--- src/rtl/alu_seq_pkg.sv ---
// Shared state encoding and default widths for the ALU sequencing controller.
package alu_seq_pkg;

  localparam int DATA_WIDTH_DEF = 8;
  localparam int ADDR_WIDTH_DEF = 4;

  typedef enum logic [2:0] {
    ST_IDLE,
    ST_RD,
    ST_LATCH,
    ST_EXEC,
    ST_WR,
    ST_DONE
  } state_e;

endpackage

--- src/rtl/alu_seq_addr_gen.sv ---
// Element index counter with wrapping src/dst address adders.
// Addresses are computed from the next index so the controller can register them.
module alu_seq_addr_gen #(
  parameter int ADDR_WIDTH = 4
) (
  input  logic                  clk,
  input  logic                  reset,
  input  logic                  clr,
  input  logic                  inc,
  input  logic [ADDR_WIDTH-1:0] src_base,
  input  logic [ADDR_WIDTH-1:0] dst_base,
  output logic [ADDR_WIDTH:0]   idx,
  output logic [ADDR_WIDTH-1:0] src_addr,
  output logic [ADDR_WIDTH-1:0] dst_addr
);

  localparam logic [ADDR_WIDTH:0] IDX_ONE = {{ADDR_WIDTH{1'b0}}, 1'b1};

  logic [ADDR_WIDTH:0] idx_q, idx_d;

  always_comb begin
    idx_d = idx_q;
    if (clr)
      idx_d = '0;
    else if (inc)
      idx_d = idx_q + IDX_ONE;
  end

  always_ff @(posedge clk) begin
    if (reset)
      idx_q <= '0;
    else
      idx_q <= idx_d;
  end

  // Truncation to ADDR_WIDTH bits gives the modulo-2^ADDR_WIDTH wrap.
  assign src_addr = src_base + idx_d[ADDR_WIDTH-1:0];
  assign dst_addr = dst_base + idx_d[ADDR_WIDTH-1:0];
  assign idx      = idx_q;

endmodule

--- src/rtl/alu_seq_ctrl.sv ---
// Sequences RAM0/RAM1 reads through an external ALU and writes results to RAM0.
// Optional carry counter enabled by ALU_SEQ_CARRY_CNT_EN.
//   state | meaning
//   IDLE  | wait for start
//   RD    | read RAM0/RAM1 at src+i
//   LATCH | capture read data into ALU operands
//   EXEC  | ALU evaluates, operands held
//   WR    | write result to RAM0 at dst+i
//   DONE  | one-cycle done pulse
module alu_seq_ctrl
  import alu_seq_pkg::*;
#(
  parameter int DATA_WIDTH = DATA_WIDTH_DEF,
  parameter int ADDR_WIDTH = ADDR_WIDTH_DEF
) (
  input  logic                  clk,
  input  logic                  reset,
  input  logic                  start,
  input  logic [ADDR_WIDTH-1:0] opcode_cfg,
  input  logic [ADDR_WIDTH-1:0] src_addr,
  input  logic [ADDR_WIDTH-1:0] dst_addr,
  input  logic [ADDR_WIDTH:0]   len,
  input  logic [DATA_WIDTH-1:0] rd_data_0,
  input  logic [DATA_WIDTH-1:0] rd_data_1,
  input  logic [DATA_WIDTH-1:0] result_in,
  input  logic                  carry_in,
  output logic                  CS_0,
  output logic                  CS_1,
  output logic                  wr_en_0,
  output logic                  wr_en_1,
  output logic [ADDR_WIDTH-1:0] addr_in_0,
  output logic [ADDR_WIDTH-1:0] addr_in_1,
  output logic [DATA_WIDTH-1:0] wr_data_0,
  output logic [DATA_WIDTH-1:0] a_in,
  output logic [DATA_WIDTH-1:0] b_in,
  output logic [ADDR_WIDTH-1:0] opcode_in,
  output logic                  busy,
  output logic                  done,
  output logic [ADDR_WIDTH:0]   carry_cnt
);

  localparam logic [ADDR_WIDTH:0] IDX_ONE = {{ADDR_WIDTH{1'b0}}, 1'b1};

  state_e state_q, state_d;
  logic   accept, last;

  logic [ADDR_WIDTH-1:0] op_q, op_d, src_q, src_d, dst_q, dst_d;
  logic [ADDR_WIDTH:0]   len_q, len_d, idx;
  logic [ADDR_WIDTH-1:0] gen_src, gen_dst;

  logic                  cs_0_q, cs_0_d, cs_1_q, cs_1_d, wr_en_0_q, wr_en_0_d;
  logic                  busy_q, busy_d, done_q, done_d;
  logic [ADDR_WIDTH-1:0] addr_0_q, addr_0_d, addr_1_q, addr_1_d, opc_q, opc_d;
  logic [DATA_WIDTH-1:0] wdata_q, wdata_d, a_q, a_d, b_q, b_d;

  assign accept = (state_q == ST_IDLE) && start;
  assign last   = (idx + IDX_ONE) >= len_q;

  always_comb begin
    op_d  = accept ? opcode_cfg : op_q;
    src_d = accept ? src_addr   : src_q;
    dst_d = accept ? dst_addr   : dst_q;
    len_d = accept ? len        : len_q;
  end

  alu_seq_addr_gen #(.ADDR_WIDTH(ADDR_WIDTH)) u_addr_gen (
    .clk      (clk),
    .reset    (reset),
    .clr      (accept),
    .inc      (state_q == ST_WR),
    .src_base (src_d),
    .dst_base (dst_d),
    .idx      (idx),
    .src_addr (gen_src),
    .dst_addr (gen_dst)
  );

  always_comb begin
    state_d = state_q;
    case (state_q)
      ST_IDLE:  if (start) state_d = (len == '0) ? ST_DONE : ST_RD;
      ST_RD:    state_d = ST_LATCH;
      ST_LATCH: state_d = ST_EXEC;
      ST_EXEC:  state_d = ST_WR;
      ST_WR:    state_d = last ? ST_DONE : ST_RD;
      ST_DONE:  state_d = ST_IDLE;
      default:  state_d = ST_IDLE;
    endcase
  end

  // Outputs are registered, so they are decoded from the state being entered.
  always_comb begin
    cs_0_d    = (state_d == ST_RD) || (state_d == ST_WR);
    cs_1_d    = (state_d == ST_RD);
    wr_en_0_d = (state_d == ST_WR);
    busy_d    = (state_d == ST_RD) || (state_d == ST_LATCH) ||
                (state_d == ST_EXEC) || (state_d == ST_WR);
    done_d    = (state_d == ST_DONE);
    addr_0_d  = addr_0_q;
    addr_1_d  = addr_1_q;
    wdata_d   = wdata_q;
    a_d       = a_q;
    b_d       = b_q;
    opc_d     = opc_q;
    if (state_d == ST_RD) begin
      addr_0_d = gen_src;
      addr_1_d = gen_src;
    end
    if (state_d == ST_WR) begin
      addr_0_d = gen_dst;
      wdata_d  = result_in;
    end
    if (state_q == ST_LATCH) begin
      a_d   = rd_data_0;
      b_d   = rd_data_1;
      opc_d = op_q;
    end
  end

  always_ff @(posedge clk) begin
    if (reset) begin
      state_q   <= ST_IDLE;
      op_q      <= '0;
      src_q     <= '0;
      dst_q     <= '0;
      len_q     <= '0;
      cs_0_q    <= 1'b0;
      cs_1_q    <= 1'b0;
      wr_en_0_q <= 1'b0;
      busy_q    <= 1'b0;
      done_q    <= 1'b0;
      addr_0_q  <= '0;
      addr_1_q  <= '0;
      wdata_q   <= '0;
      a_q       <= '0;
      b_q       <= '0;
      opc_q     <= '0;
    end else begin
      state_q   <= state_d;
      op_q      <= op_d;
      src_q     <= src_d;
      dst_q     <= dst_d;
      len_q     <= len_d;
      cs_0_q    <= cs_0_d;
      cs_1_q    <= cs_1_d;
      wr_en_0_q <= wr_en_0_d;
      busy_q    <= busy_d;
      done_q    <= done_d;
      addr_0_q  <= addr_0_d;
      addr_1_q  <= addr_1_d;
      wdata_q   <= wdata_d;
      a_q       <= a_d;
      b_q       <= b_d;
      opc_q     <= opc_d;
    end
  end

`ifdef ALU_SEQ_CARRY_CNT_EN
  logic [ADDR_WIDTH:0] carry_cnt_q, carry_cnt_d;

  always_comb begin
    carry_cnt_d = carry_cnt_q;
    if (accept)
      carry_cnt_d = '0;
    else if ((state_q == ST_WR) && carry_in)
      carry_cnt_d = carry_cnt_q + IDX_ONE;
  end

  always_ff @(posedge clk) begin
    if (reset)
      carry_cnt_q <= '0;
    else
      carry_cnt_q <= carry_cnt_d;
  end

  assign carry_cnt = carry_cnt_q;
`else
  logic unused_carry_in;
  assign unused_carry_in = carry_in;
  assign carry_cnt       = '0;
`endif

  assign CS_0      = cs_0_q;
  assign CS_1      = cs_1_q;
  assign wr_en_0   = wr_en_0_q;
  assign wr_en_1   = 1'b0;
  assign addr_in_0 = addr_0_q;
  assign addr_in_1 = addr_1_q;
  assign wr_data_0 = wdata_q;
  assign a_in      = a_q;
  assign b_in      = b_q;
  assign opcode_in = opc_q;
  assign busy      = busy_q;
  assign done      = done_q;

endmodule

--- config.mk ---
export PLATFORM = sky130hd
export DESIGN_NAME = alu_seq_ctrl
export DESIGN_NICKNAME = d
export VERILOG_FILES = /design/src/rtl/alu_seq_pkg.sv /design/src/rtl/alu_seq_addr_gen.sv /design/src/rtl/alu_seq_ctrl.sv
export SDC_FILE = /design/constraint.sdc
export NUM_CORES = 1
export LEC_CHECK = 0
export CAP_MARGIN = 20
export CORE_ASPECT_RATIO = 1.1
export CORE_MARGIN = 2
export CORE_UTILIZATION = 50
export DETAILED_ROUTE_END_ITERATION = 8
export HOLD_SLACK_MARGIN = 0.08
export PLACE_DENSITY = 0.84
export SLEW_MARGIN = 30
export SYNTH_ARGS = -nofsm -noshare
export SYNTH_HDL_FRONTEND = slang
export SYNTH_SLANG_ARGS = --single-unit
--- constraint.sdc ---
create_clock -name clk -period 5 [get_ports clk]
set_input_delay 0.75 -clock clk [delete_from_list [all_inputs] [get_ports clk]]
set_output_delay 0.75 -clock clk [all_outputs]
set_load 0.02 [all_outputs]
==> impl_metrics.csv <==
group,metric,value,unit
timing,period_share,69.4,%
cells_and_area,final_nets,479,
grt,grt_max_degree,67,
synth,ys_seq_elements,66,
routing,ant_nets,0,
synth,synth_cells,347,
routing,wl_per_cell,13.0,µm
grt,overflow,0,
routing,routed_wl,6520,µm
setup_path,cpPeakStageDelay,0.68,ns
floorplan,die_height,84.1,µm
grt,grt_antenna_before_repair,0,
setup_path,critPathKind,"primary input to register",
timing,fmax,288,MHz
routing,drtIter0Drc,114,
floorplan,coreArea,5700,µm²
grt,grt_pass1_wl,10600,µm
grt,grt_pass1_vias,2394,
hold_path,hold_start,"a_in[4]",
clocking,cts-root-buf,"clkbuf_8",
synth,ys_types,40,
run_status,status,"finished clean",
synth,synth-main-ff-cell,"dfxtp_1",
floorplan,dieArea,6470,µm²
pwr,ir_drop,0.200,mV
setup_path,cp-start-kind,"primary input",
setup_path,ff2ff_path_depth,9,
floorplan,rows,29,
clocking,path_clk_slew,0.06,ns
setup_path,crit_buf_inv,2,
clocking,clockBufferDepth,2,
setup_path,path_cells,"clkdlybuf4s50_1 -> nor4b_4 -> mux2i_1 -> inv_1 -> ha_1 -> a21o_1 -> a21oi_1 -> xor2_1 -> xnor2_1 -> a21oi_1",
setup_path,r2r_start,"state_q[2]",
clocking,clock-sinks,66,
synth,async_flop_share,0,%
hold_path,hold_path_depth,2,
synth,synth_top_area_share,45.3,%
timing,tightest_slew,0.793,ns
timing,hold_violations,0,
setup_path,cp_common_cell,"a21oi_1",
clocking,ctsResizeCount,0,
floorplan,fp.dieW,76.9,µm
floorplan,ioPinCount,92,
timing,relSlewSlack,47.0,%
grt,track_usage,20.6,%
setup_path,crit_start,"start",
timing,grt_setup_unrepaired,"false",
setup_path,crit_slowest_cell,"nor4b_4",
setup_path,cp_num_cells,10,
floorplan,initial_core_util,51.2,%
synth,synth_area_leaders,"dfxtp_1 45%, nand2_1 12%, a21oi_1 9.3%",
routing,drc,0,
placed_design,place_congestion,0.815,
timing,layout_min_cycle_time,3.47,ns
synth,synth_seq_area_share,45.3,%
clocking,cts_tree,"done",
clocking,insertion_delay,0.33,ns
clocking,cts_max_level,3,
cells_and_area,fin_cells,501,
routing,firstDrtPassIters,4,
setup_path,ff2ff_setup_slack,1.88,ns
timing,slew_viol_final,0,
setup_path,cp_max_fo,13,
synth,synth.top_cells.by_count,"90 x nand2_1, 66 x dfxtp_1, 54 x a21oi_1",
setup_path,arrival,3.65,ns
clocking,cts_hold_buffers,0,
cells_and_area,area_growth,34.2,%
setup_path,end_kind,"register",
placed_design,hpwlAfterDp,4610,µm
routing,vias_per_cell,5.03,
synth,yosysMostFrequentCell,"nand2_1",
cells_and_area,drive_gt1_share,6.84,%
timing,fin_setup_tns,0,ns
routing,num_vias,2519,
timing,setup_viol,0,
timing,skew,0.0101,ns
pwr,fin_total_pwr,1.42,mW
synth,syn-cell-area,2920,µm²
job,drv_cap,0,
placed_design,portBuffers,84,
clocking,post-cts-setup-buffers,0,
pwr,power_density,362,nW/µm²
cells_and_area,diodes,0,
setup_path,crit_family,"simple AND/OR/NAND/NOR gates",
pwr,p_leak,1.52,nW
synth,yosys_warnings,0,
synth,synth_edf_count,0,
setup_path,crit_required,5.18,ns
clocking,cts_made_buffers,9,
synth,yosys.area.top_type,"dfxtp_1",
placed_design,dp_cells,486,
hold_path,hold_path_class,"register to register",
synth,syn_avg_cell_area,8.41,µm²
==> state kept, by name, indices dropped and copies added, names as in the netlist <==
signal / count
u_addr_gen.idx: 5
a_in: 8
len_q: 5
src_q: 4
busy: 1
wr_data_0: 8
addr_in_1: 4
addr_in_0: 4
CS_1: 1
done: 1
state_q: 3
CS_0: 1
wr_en_0: 1
opcode_in: 4
b_in: 8
op_q: 4
dst_q: 4
==> per-stage QoR <==
step | instance area (µm²) | hold WS (ns) | setup slack [ns] | utilization (%)
floorplan | 2940 | 0.432 | 2.20 | -
finish | 3920 | 0.452 | 1.53 | 68.8
CTS | 3920 | 0.454 | 1.52 | 68.8
detailed placement | 3730 | 0.444 | 1.18 | 65.5
global placement | 3730 | 0.437 | 1.29 | 65.4
global route | 3920 | 0.466 | 1.27 | 68.8
==> logic make-up after synthesis <==
group | Yosys count | synth area share [%]
and+or+nand+nor | 134 | 20.3
adders and majority gates | 14 | 6.52
muxes | 6 | 2.06
other | 1 | 0.128
DFF | 66 | 45.3
xor gates and xnor gates | 13 | 3.90
buffers and inverters | 42 | 7.29
AOI/OAI and AO/OA | 71 | 14.5
==> per-layer routing <==
| layer | wire length [µm] | track usage [%] | vias up |
|---|---|---|---|
| met3 | 360 | 4.09 | 13 |
| met2 | 3300 | 35.2 | 77 |
| met5 | 0 | 0 | - |
| li1 | - | - | 1276 |
| met1 | 2710 | 23.8 | 1153 |
| met4 | 148 | 12.4 | 0 |
==> worst register-to-register path, cell delays in order (launching register included) <==
cell     delay, ns
dfxtp_1       0.51
nor4b_4       0.81
mux2i_1       0.41
inv_1         0.09
ha_1          0.31
a21o_1        0.18
a21oi_1       0.17
xor2_1        0.20
xnor2_1       0.19
a21oi_1       0.10
==> report_power, final <==
group          switching (mW)  internal (mW)  total, mW
combinational           0.209          0.166      0.375
sequential             0.0367          0.580      0.617
clock                   0.185          0.240      0.424
total                   0.430          0.986       1.42
==> layout by cell type, fill, tap and decap left out, drive strengths merged <==
cell,synthesis,final
nor4b,1,1
nor4,3,3
clkbuf,16,12
dfxtp,66,66
nand3,3,3
mux2i,6,6
o21ai,4,4
clkinv,0,2
o211ai,1,1
a21o,3,3
a2111oi,1,1
clkdlybuf4s50,0,83
or3b,1,1
fa,2,2
o31ai,1,1
xor2,6,6
a221oi,1,1
or3,2,2
a22oi,1,1
buf,13,3
or2,2,2
a21oi,55,55
nand2b,1,1
xnor2,7,7
inv,13,13
nor3b,1,1
a211oi,3,3
o2111ai,1,1
bufinv,0,1
nor2,19,19
nor3,6,6
nor2b,1,1
conb,1,6
ha,12,12
nand3b,3,3
and3b,1,1
nand2,90,90
==> path summary, 6_finish.rpt <==
kind / endpoint
max: addr_in_0[3]
min: a_in[4]
max reg2reg: addr_in_0[3]
min reg2reg: a_in[4]
==> area by class of cell <==
cell class / instances / area (µm²)
Sequential cell: 66 / 1320
Inverter: 13 / 48.8
Timing Repair Buffer: 86 / 851
Clock buffer: 12 / 145
Fill cell: 489 / 1780
Multi-Input combinational cell: 244 / 1420
Tap cell: 77 / 96.3
Clock inverter: 3 / 40.0
Power figures use the tool's default switching activity.
